==> config.mk <==
export PLATFORM = sky130hd
export DESIGN_NAME = seg7_scan_ctrl
export DESIGN_NICKNAME = d
export VERILOG_FILES = /design/src/rtl/seg7_pkg.sv /design/src/rtl/seg7_hex_decode.sv /design/src/rtl/seg7_scan_ctrl.sv
export SDC_FILE = /design/constraint.sdc
export NUM_CORES = 1
export LEC_CHECK = 0
export ABC_AREA = 1
export BUFFER_PORTS_ARGS = -buffer_cell sky130_fd_sc_hd__buf_2
export CELL_PAD_IN_SITES_DETAIL_PLACEMENT = 0
export CELL_PAD_IN_SITES_GLOBAL_PLACEMENT = 2
export CORE_AREA = 2 2 100 175
export CTS_CLUSTER_SIZE = 16
export DETAILED_ROUTE_END_ITERATION = 6
export DIE_AREA = 0 0 102 177
export HOLD_SLACK_MARGIN = 0.03
export PLACE_DENSITY = 0.77
export SYNTH_ARGS = -nofsm -noshare
export SYNTH_HDL_FRONTEND = slang
export SYNTH_SLANG_ARGS = --single-unit
==> constraint.sdc <==
create_clock -name clk_100MHz -period 3.37 [get_ports clk_100MHz]
set_input_delay 0.1685 -clock clk_100MHz [delete_from_list [all_inputs] [get_ports clk_100MHz]]
set_output_delay 0.1685 -clock clk_100MHz [all_outputs]
set_load 0.1 [all_outputs]
==> src/rtl/seg7_pkg.sv <==
// Shared 7-segment definitions: active-low {a,b,c,d,e,f,g} hex font and blank pattern.
package seg7_pkg;

   localparam logic [6:0] SEG_0   = 7'b0000001;
   localparam logic [6:0] SEG_1   = 7'b1001111;
   localparam logic [6:0] SEG_2   = 7'b0010010;
   localparam logic [6:0] SEG_3   = 7'b0000110;
   localparam logic [6:0] SEG_4   = 7'b1001100;
   localparam logic [6:0] SEG_5   = 7'b0100100;
   localparam logic [6:0] SEG_6   = 7'b0100000;
   localparam logic [6:0] SEG_7   = 7'b0001111;
   localparam logic [6:0] SEG_8   = 7'b0000000;
   localparam logic [6:0] SEG_9   = 7'b0000100;
   localparam logic [6:0] SEG_A   = 7'b0001000;
   localparam logic [6:0] SEG_B   = 7'b1100000;
   localparam logic [6:0] SEG_C   = 7'b0110001;
   localparam logic [6:0] SEG_D   = 7'b1000010;
   localparam logic [6:0] SEG_E   = 7'b0110000;
   localparam logic [6:0] SEG_F   = 7'b0111000;
   localparam logic [6:0] SEG_OFF = 7'b1111111;

   typedef enum logic {
      BLINK_ON  = 1'b0,
      BLINK_OFF = 1'b1
   } blink_phase_e;

   function automatic logic [6:0] hex_font(input logic [3:0] nib);
      logic [6:0] pat;
      pat = SEG_OFF;
      case (nib)
         4'h0: pat = SEG_0;
         4'h1: pat = SEG_1;
         4'h2: pat = SEG_2;
         4'h3: pat = SEG_3;
         4'h4: pat = SEG_4;
         4'h5: pat = SEG_5;
         4'h6: pat = SEG_6;
         4'h7: pat = SEG_7;
         4'h8: pat = SEG_8;
         4'h9: pat = SEG_9;
         4'hA: pat = SEG_A;
         4'hB: pat = SEG_B;
         4'hC: pat = SEG_C;
         4'hD: pat = SEG_D;
         4'hE: pat = SEG_E;
         4'hF: pat = SEG_F;
      endcase
      return pat;
   endfunction

endpackage

==> src/rtl/seg7_hex_decode.sv <==
// Combinational hex nibble to active-low 7-segment pattern.
module seg7_hex_decode
   import seg7_pkg::*;
(
   input  logic [3:0] nibble_i,
   output logic [6:0] seg_o
);

   always_comb begin
      seg_o = hex_font(nibble_i);
   end

endmodule

==> src/rtl/seg7_scan_ctrl.sv <==
// Multiplexed 7-segment scanner with double-buffered digits and PWM brightness.
// Optional digit blinking is enabled by defining SEG7_BLINK_EN.
module seg7_scan_ctrl
   import seg7_pkg::*;
#(
   parameter int unsigned NUM_DIGITS   = 8,
   parameter int unsigned DIGIT_TICKS  = 100_000
`ifdef SEG7_BLINK_EN
   ,
   parameter int unsigned BLINK_FRAMES = 125
`endif
) (
   input  logic                    clk_100MHz,
   input  logic                    reset,
   input  logic                    load,
   input  logic [4*NUM_DIGITS-1:0] value_in,
   input  logic [NUM_DIGITS-1:0]   dp_in,
   input  logic [3:0]              brightness,
`ifdef SEG7_BLINK_EN
   input  logic [NUM_DIGITS-1:0]   blink_mask,
`endif
   output logic [6:0]              seg,
   output logic                    dp,
   output logic [NUM_DIGITS-1:0]   digit,
   output logic                    frame_done
);

   localparam int unsigned SUB_TICKS = DIGIT_TICKS / 16;
   localparam int unsigned SUBW      = $clog2(SUB_TICKS);
   localparam int unsigned SELW      = $clog2(NUM_DIGITS);
   localparam logic [SUBW-1:0] SUB_LAST = SUBW'(SUB_TICKS - 1);
   localparam logic [SELW-1:0] SEL_LAST = SELW'(NUM_DIGITS - 1);

   // tick is kept as {phase, sub-count} so the phase needs no divider
   logic [SUBW-1:0]         sub_q, sub_d;
   logic [3:0]              phase_q, phase_d;
   logic [SELW-1:0]         sel_q, sel_d;
   logic                    slot_end, frame_end;

   logic [4*NUM_DIGITS-1:0] shadow_val_q, disp_val_q;
   logic [NUM_DIGITS-1:0]   shadow_dp_q, disp_dp_q;

   logic [6:0]              seg_q, seg_d;
   logic                    dp_q, dp_d;
   logic [NUM_DIGITS-1:0]   digit_q, digit_d;

   logic [3:0]              nibble;
   logic                    dp_bit;
   logic                    lit;
   logic [NUM_DIGITS-1:0]   digit_en;

   always_comb begin
      slot_end  = (phase_q == 4'hF) && (sub_q == SUB_LAST);
      frame_end = slot_end && (sel_q == SEL_LAST);
      sub_d     = sub_q + 1'b1;
      phase_d   = phase_q;
      sel_d     = sel_q;
      if (sub_q == SUB_LAST) begin
         sub_d   = '0;
         phase_d = phase_q + 4'd1;
      end
      if (slot_end) begin
         sel_d = (sel_q == SEL_LAST) ? '0 : sel_q + 1'b1;
      end
   end

   assign lit = (phase_q <= brightness);

`ifdef SEG7_BLINK_EN
   localparam int unsigned BCW = (BLINK_FRAMES > 1) ? $clog2(BLINK_FRAMES) : 1;
   localparam logic [BCW-1:0] BLINK_LAST = BCW'(BLINK_FRAMES - 1);

   blink_phase_e   blink_q, blink_d;
   logic [BCW-1:0] blink_cnt_q, blink_cnt_d;

   always_comb begin
      blink_d     = blink_q;
      blink_cnt_d = blink_cnt_q;
      if (frame_end) begin
         if (blink_cnt_q == BLINK_LAST) begin
            blink_cnt_d = '0;
            blink_d     = (blink_q == BLINK_ON) ? BLINK_OFF : BLINK_ON;
         end else begin
            blink_cnt_d = blink_cnt_q + 1'b1;
         end
      end
   end

   always_ff @(posedge clk_100MHz or posedge reset) begin
      if (reset) begin
         blink_q     <= BLINK_ON;
         blink_cnt_q <= '0;
      end else begin
         blink_q     <= blink_d;
         blink_cnt_q <= blink_cnt_d;
      end
   end

   assign digit_en = {NUM_DIGITS{lit}} & ~(blink_mask & {NUM_DIGITS{blink_q == BLINK_OFF}});
`else
   assign digit_en = {NUM_DIGITS{lit}};
`endif

   always_comb begin
      nibble  = '0;
      dp_bit  = 1'b0;
      digit_d = '1;
      for (int unsigned i = 0; i < NUM_DIGITS; i++) begin
         if (sel_q == SELW'(i)) begin
            nibble     = disp_val_q[4*i +: 4];
            dp_bit     = disp_dp_q[i];
            digit_d[i] = ~digit_en[i];
         end
      end
      dp_d = ~dp_bit;
   end

   seg7_hex_decode u_hex_decode (
      .nibble_i (nibble),
      .seg_o    (seg_d)
   );

   always_ff @(posedge clk_100MHz or posedge reset) begin
      if (reset) begin
         sub_q        <= '0;
         phase_q      <= '0;
         sel_q        <= '0;
         shadow_val_q <= '0;
         shadow_dp_q  <= '0;
         disp_val_q   <= '0;
         disp_dp_q    <= '0;
         seg_q        <= SEG_OFF;
         dp_q         <= 1'b1;
         digit_q      <= '1;
      end else begin
         sub_q   <= sub_d;
         phase_q <= phase_d;
         sel_q   <= sel_d;
         if (load) begin
            shadow_val_q <= value_in;
            shadow_dp_q  <= dp_in;
         end
         // Display takes the pre-load shadow when load and frame end coincide
         if (frame_end) begin
            disp_val_q <= shadow_val_q;
            disp_dp_q  <= shadow_dp_q;
         end
         seg_q   <= seg_d;
         dp_q    <= dp_d;
         digit_q <= digit_d;
      end
   end

   assign seg        = seg_q;
   assign dp         = dp_q;
   assign digit      = digit_q;
   assign frame_done = frame_end;

endmodule

==> flow_summary.toml, run 1 <==
[logic_synthesis]
synth_warnings = 0
synth_edf_count = 0
syn_area_per_cell_um2 = 9.40
synthFlopType = "dfrtp_1"
yosys.area.top_type = "dfrtp_1"
synth_fp_nets = 641
syn_area_um2 = 5410
synth_top_area_share_pct = 46.3
yosysSeqAreaShare_pct = 54.0
ys_top_cells_by_area = "dfrtp_1 46%, nand2_1 10%, mux2_2 8.5%"
synth_cells = 575
async_reset_ff_share_pct = 100
ys_ff_latch = 116
synthDistinctLibCells = 35

[setup_path]
rr_worst_depth = 18
cp_slowest_cell = "dfrtp_1"
critical_path.endpoint_type = "register"
worst_setup_path_start_kind = "register"
crit_arrival_ns = 2.90
cp-endpoint = "seg[1]$_DFF_PP1_"
critical_path_class = "reg2reg"
path_cells = "inv_1 > ha_1 > inv_1 > nor2_1 > nand2_1 > nand3_1 > nand3_1 > nand3_1 > nand2_1 > nand2_1 > nand2_1 > nand2_1 > inv_1 > ha_1 > nand2_1 > o21ai_0 > nand2_1 > o21ai_0"
critPathLaunch = "sel_q[1]$_DFFE_PP0P_"
r2r_setup_slack_ns = 0.80
crit_fanout = 8
crit_family = "simple AND/OR/NAND/NOR gates"
rr_startpoint = "sel_q[1]$_DFFE_PP0P_"
crit_buf_inv = 3
crit_top_cell = "nand2_1"
worstPathRequired_ns = 3.70
rr_endpoint = "seg[1]$_DFF_PP1_"
max_stage_delay_ns = 0.41
cp_num_cells = 18

[placed_design]
hpwlAfterDp_mm = 8.60
place_inst = 851
gp_congestion = 0.768
portBuffers = 63

[pwr]
power.density_nw_per_um2 = 488
power.leakage_nw = 3.35
ir_drop_uv = 272

[floorplan]
die_x_um = 102
die_height_um = 177
start_util_pct = 32.4
io_pins = 64
num_rows = 63
die-area_um2 = 18100
core_um2 = 16700

[timing]
tns_ns = 0
max_freq_mhz = 389
period_share_pct = 76.4
worst_pin_slew_ns = 0.934
period_needed_ns = 2.57
drv_slew = 0
grt_setup_unrepaired = "false"
setup_viol = 0
hold_viol = 0
clock_skew_ns = 0.0119
slew_headroom_pct = 37.7

[cts]
clock_latency_ns = 0.41
cts.sinks = 116
cts_htree_levels = 4
clk_pin_slew_ns = 0.06
cts_resized = 0
postCtsHoldBufs = 41
tritoncts = "done"
clk_path_buf_depth = 2
cts_buffers = 17
post-cts-setup-buffers = 0
cts_root_buf = "clkbuf_16"

[finish]
layout-drive-gt1-share_pct = 24.4
nFillCells = 1732
nets = 750
n_antenna_cell = 0
mostFrequentLayoutCell = "nand2_1"
syn_to_final_growth_pct = 28.4
stdcell_count = 924
layout_common_cells = "145 x nand2_1, 100 x dfrtp_1, 87 x inv_1"

[routing]
dr.pass1.iters = 4
routedWlPerCell_um = 12.8
vias = 4002
antenna_left = 0
routed_wirelength_mm = 11.8
drc = 0
viasPerCell = 4.33
drt_iter0_markers = 119

[status]
status = "finished, final reports clean"

[global_routing]
overflow = 0
grt_pass1_wl_mm = 19.7
antenna_found_initial = 0
track_usage_pct = 14.3
grt_max_degree = 61
grt_pass1_vias = 4066

[run]
max_cap_viol_count = 0

[hold_path]
hold_class = "in2async"
sequential cells by signal (all words and copies together), names as in the netlist:
register and count:
sel_q 3, shadow_val_q 32, shadow_dp_q 8, seg 7, disp_val_q 32, sub_q 13
digit 8, dp 1, phase_q 4, disp_dp_q 8
per-layer routing:
layer,routed length [um],track usage (%),vias up
met5,0,0,-
met4,266,7.44,0
met3,278,2.92,15
li1,-,-,2040
met2,6320,24.8,59
met1,4930,16.2,1888
cell usage after synthesis (4+ instances only):
| cell | n |
|---|---|
| mux2_2 | 41 |
| o21ai_0 | 63 |
| nand3_1 | 23 |
| dfstp_2 | 16 |
| clkbuf_1 | 4 |
| xor2_1 | 4 |
| a21oi_1 | 14 |
| nor2_1 | 14 |
| nand2_1 | 145 |
| inv_1 | 88 |
| buf_2 | 7 |
| dfrtp_1 | 100 |
| ha_1 | 19 |
cell type report:
cell class,instances,area (um2),share of cell area (%)
well taps,227,284,4.09
multi-input cells,351,2050,29.6
flip-flops and latches,116,2920,42.1
inverters,91,344,4.96
clock buffers,22,474,6.83
repair buffers,107,761,11.0
clock inverters,10,105,1.51
worst min path at each step:
stage	slack [ns]	end	cells past startpoint	startpoint
3_3_place_gp	0.35	shadow_val_q[12]$_DFFE_PP0P_	2	reset
6_report	0.45	shadow_val_q[12]$_DFFE_PP0P_	3	reset
5_1_grt	0.48	sub_q[12]$_DFF_PP0_	1	sub_q[12]$_DFF_PP0_
4_1_cts	0.45	sub_q[12]$_DFF_PP0_	1	sub_q[12]$_DFF_PP0_
3_5_place_dp	0.36	shadow_val_q[12]$_DFFE_PP0P_	2	reset
2_1_floorplan	0.32	shadow_dp_q[0]$_DFFE_PP0P_	1	dp_in[0]
stage by stage:
stage          area [um2]  setup WS, ns  hold slack (ns)  total power [mW]  util (%)
2_1_floorplan        5410         0.156            0.320              1.57         -
3_3_place_gp         5950         0.799            0.350              1.62      35.6
3_5_place_dp         5950         0.760            0.360              1.62      35.6
4_1_cts              6940         0.743            0.452              3.44      41.5
5_1_grt              6940         0.461            0.475              3.52      41.5
6_report             6940         0.797            0.446              3.39      41.5
cell families after synthesis:
logic type	Yosys count	share of synthesized area, %
and+or+nand+nor	202	16.1
muxes	41	8.54
xor gates and xnor gates	5	0.810
adders and majority gates	19	4.40
DFF	116	54.0
AOI/OAI and AO/OA	84	8.10
buffers and inverters	108	8.01
report_power, final:
part / internal, mW / leakage (nW) / switching, mW
sequential: 1.44 / 1.46 / 0.0246
clock: 1.14 / 0.285 / 0.619
combinational: 0.0962 / 1.60 / 0.0650
worst reg2reg max path, delay by kind of cell, from the launching register on:
family	cells	cell delay, ns
AOI/OAI and AO/OA	2	0.16
adders and majority gates	2	0.53
buffers and inverters	3	0.28
DFF	1	0.41
and+or+nand+nor	11	1.10
Note: power is estimated with default switching activity, not from simulation.
==> run 2, diff against run 1 <==
Settings changed: CORE_AREA 2 2 100 175 to 2 2 96 168, DIE_AREA 0 0 102 177 to 0 0 98 170, PLACE_DENSITY 0.77 to 0.79.
Clock period 3.37 ns to 2.7 ns, I/O delays scaled along.
==> run 2 against run 1 <==
Combinational power grew 27%; cell area grew 0.83%; largest cell class unchanged; via count grew 1.8%; setup slack lost 0.60 ns.
==> flow_summary.toml, run 2 (synthesis gave the netlist of run 1 again) <==
[placed_design]
place_area_um2 = 5970
gp_congestion = 0.851
hpwlAfterDp_mm = 8.73
pre_cts_ws_ns = 0.284
portBuffers = 63

[routing]
vias = 4074
routed_wirelength_mm = 12.0
antenna_left = 0
drt_iter0_markers = 153
dr.pass1.iters = 4
drc = 0
routedWlPerCell_um = 13.5
viasPerCell = 4.60

[hold_path]
hold_class = "in2async"

[global_routing]
antenna_found_initial = 0
grt_max_degree = 60
overflow = 0
grt_pass1_vias = 4312
grt_pass1_wl_mm = 20.5
track_usage_pct = 15.6

[setup_path]
max_stage_delay_ns = 0.40
path_cells = "inv_1 > ha_1 > inv_1 > nor3_2 > nand3_4 > nor2_2 > nand3_2 > nor2_4 > buf_12 > buf_12"
cp_slowest_cell = "dfrtp_1"
critical_path.endpoint_type = "primary output"
crit_arrival_ns = 2.37
crit_fanout = 59
worstPathRequired_ns = 2.57
critical_path_class = "reg2out"
worst_setup_path_start_kind = "register"

[timing]
max_freq_mhz = 400
setup_viol = 0
drv_slew = 0
slew_headroom_pct = 40.0
clock_skew_ns = 0.00693
worst_pin_slew_ns = 0.900
hold_viol = 0
period_needed_ns = 2.50
period_share_pct = 92.6
setup_slack_ns = 0.199
hold_slack_ns = 0.437

[pwr]
power.density_nw_per_um2 = 620
power.leakage_nw = 3.37
p_total_mw = 4.34
ir_drop_uv = 490

[cts]
clock_latency_ns = 0.41
cts.sinks = 116
clk_path_buf_depth = 2
cts_htree_levels = 4
cts_root_buf = "clkbuf_16"
cts_buffers = 17
clk_pin_slew_ns = 0.06
tritoncts = "done"
post-cts-setup-buffers = 0

[finish]
syn_to_final_growth_pct = 29.5
n_antenna_cell = 0
layout-drive-gt1-share_pct = 25.3
nets = 753
mostFrequentLayoutCell = "nand2_1"
reg_top3 = "disp_val_q: 32 flops, shadow_val_q: 32 flops, sub_q: 13 flops"
layout_common_cells = "145 x nand2_1, 100 x dfrtp_1, 86 x inv_1"
postLayoutCellArea_um2 = 7000

[floorplan]
die_height_um = 170
start_util_pct = 35.5
die-area_um2 = 16700
io_pins = 64
die_x_um = 98
core_um2 = 15200
num_rows = 60

[run]
max_cap_viol_count = 0

[status]
status = "finished, final reports clean"
[run 2: cell types whose count changed in the layout (fill, tap and decap cells not counted), moves of 2 or more]
| cell | delta |
|---|---|
| clkinv_2 | -4 |
| buf_12 | +3 |
| clkinvlp_4 | +4 |
| clkinv_4 | +2 |
[run 2: metal layers]
layer  track usage, %  routed length [um]
met1             16.8                4900
met2             28.9                6500
met3             3.41                 335
met4             6.82                 267
met5                0                   0
[run 2: layout make-up]
type	instances	area, um2
clock buffers	20	457
clock inverters	12	155
fillers	1489	8240
inverters	91	345
multi-input cells	351	2060
flip-flops and latches	116	2920
well taps	186	233
repair buffers	110	823
[run 2: path summary, 6_finish.rpt]
check                                     start                           end  slack, ns  cells after the start
setup / recovery             sub_q[1]$_DFF_PP0_                    frame_done       0.20                     10
hold / removal                            reset        phase_q[3]$_DFFE_PP0N_       0.44                      3
setup reg to reg           sel_q[2]$_DFFE_PP0P_              seg[3]$_DFF_PP1_       0.31                     16
hold reg to reg             sub_q[12]$_DFF_PP0_           sub_q[12]$_DFF_PP0_       0.46                      1
max in group asynchronous                 reset  shadow_val_q[18]$_DFFE_PP0P_       1.53                      4
min in group clk_100MHz     sub_q[12]$_DFF_PP0_           sub_q[12]$_DFF_PP0_       0.46                      1
[run 2: power by group]
group / total (mW) / switching [mW] / internal, mW
sequential: 1.83 / 0.0321 / 1.80
clock: 2.30 / 0.804 / 1.50
combinational: 0.204 / 0.0809 / 0.123
[run 2: worst max-delay path, delay by kind of cell, from the launching register on]
| kind | cells | cell delay [ns] |
|---|---|---|
| buffers and inverters | 4 | 0.56 |
| and+or+nand+nor | 5 | 0.84 |
| adders and majority gates | 1 | 0.13 |
| DFF | 1 | 0.40 |
[run 2: per-stage QoR]
step	std cells	utilization [%]	setup TNS, ns
after floorplan	575	-	0
after global placement	813	39.1	0
after detailed placement	813	39.1	0
after CTS	886	45.9	0
after global routing	886	45.9	-0.00163
final	886	45.9	0
[run 2: what timing repair did]
item                                   in CTS  in global routing
hold buffers                               41                  0
setup endpoints to repair                   0                  2
endpoints found under the hold margin      69                  0
resized for setup                           0                  4
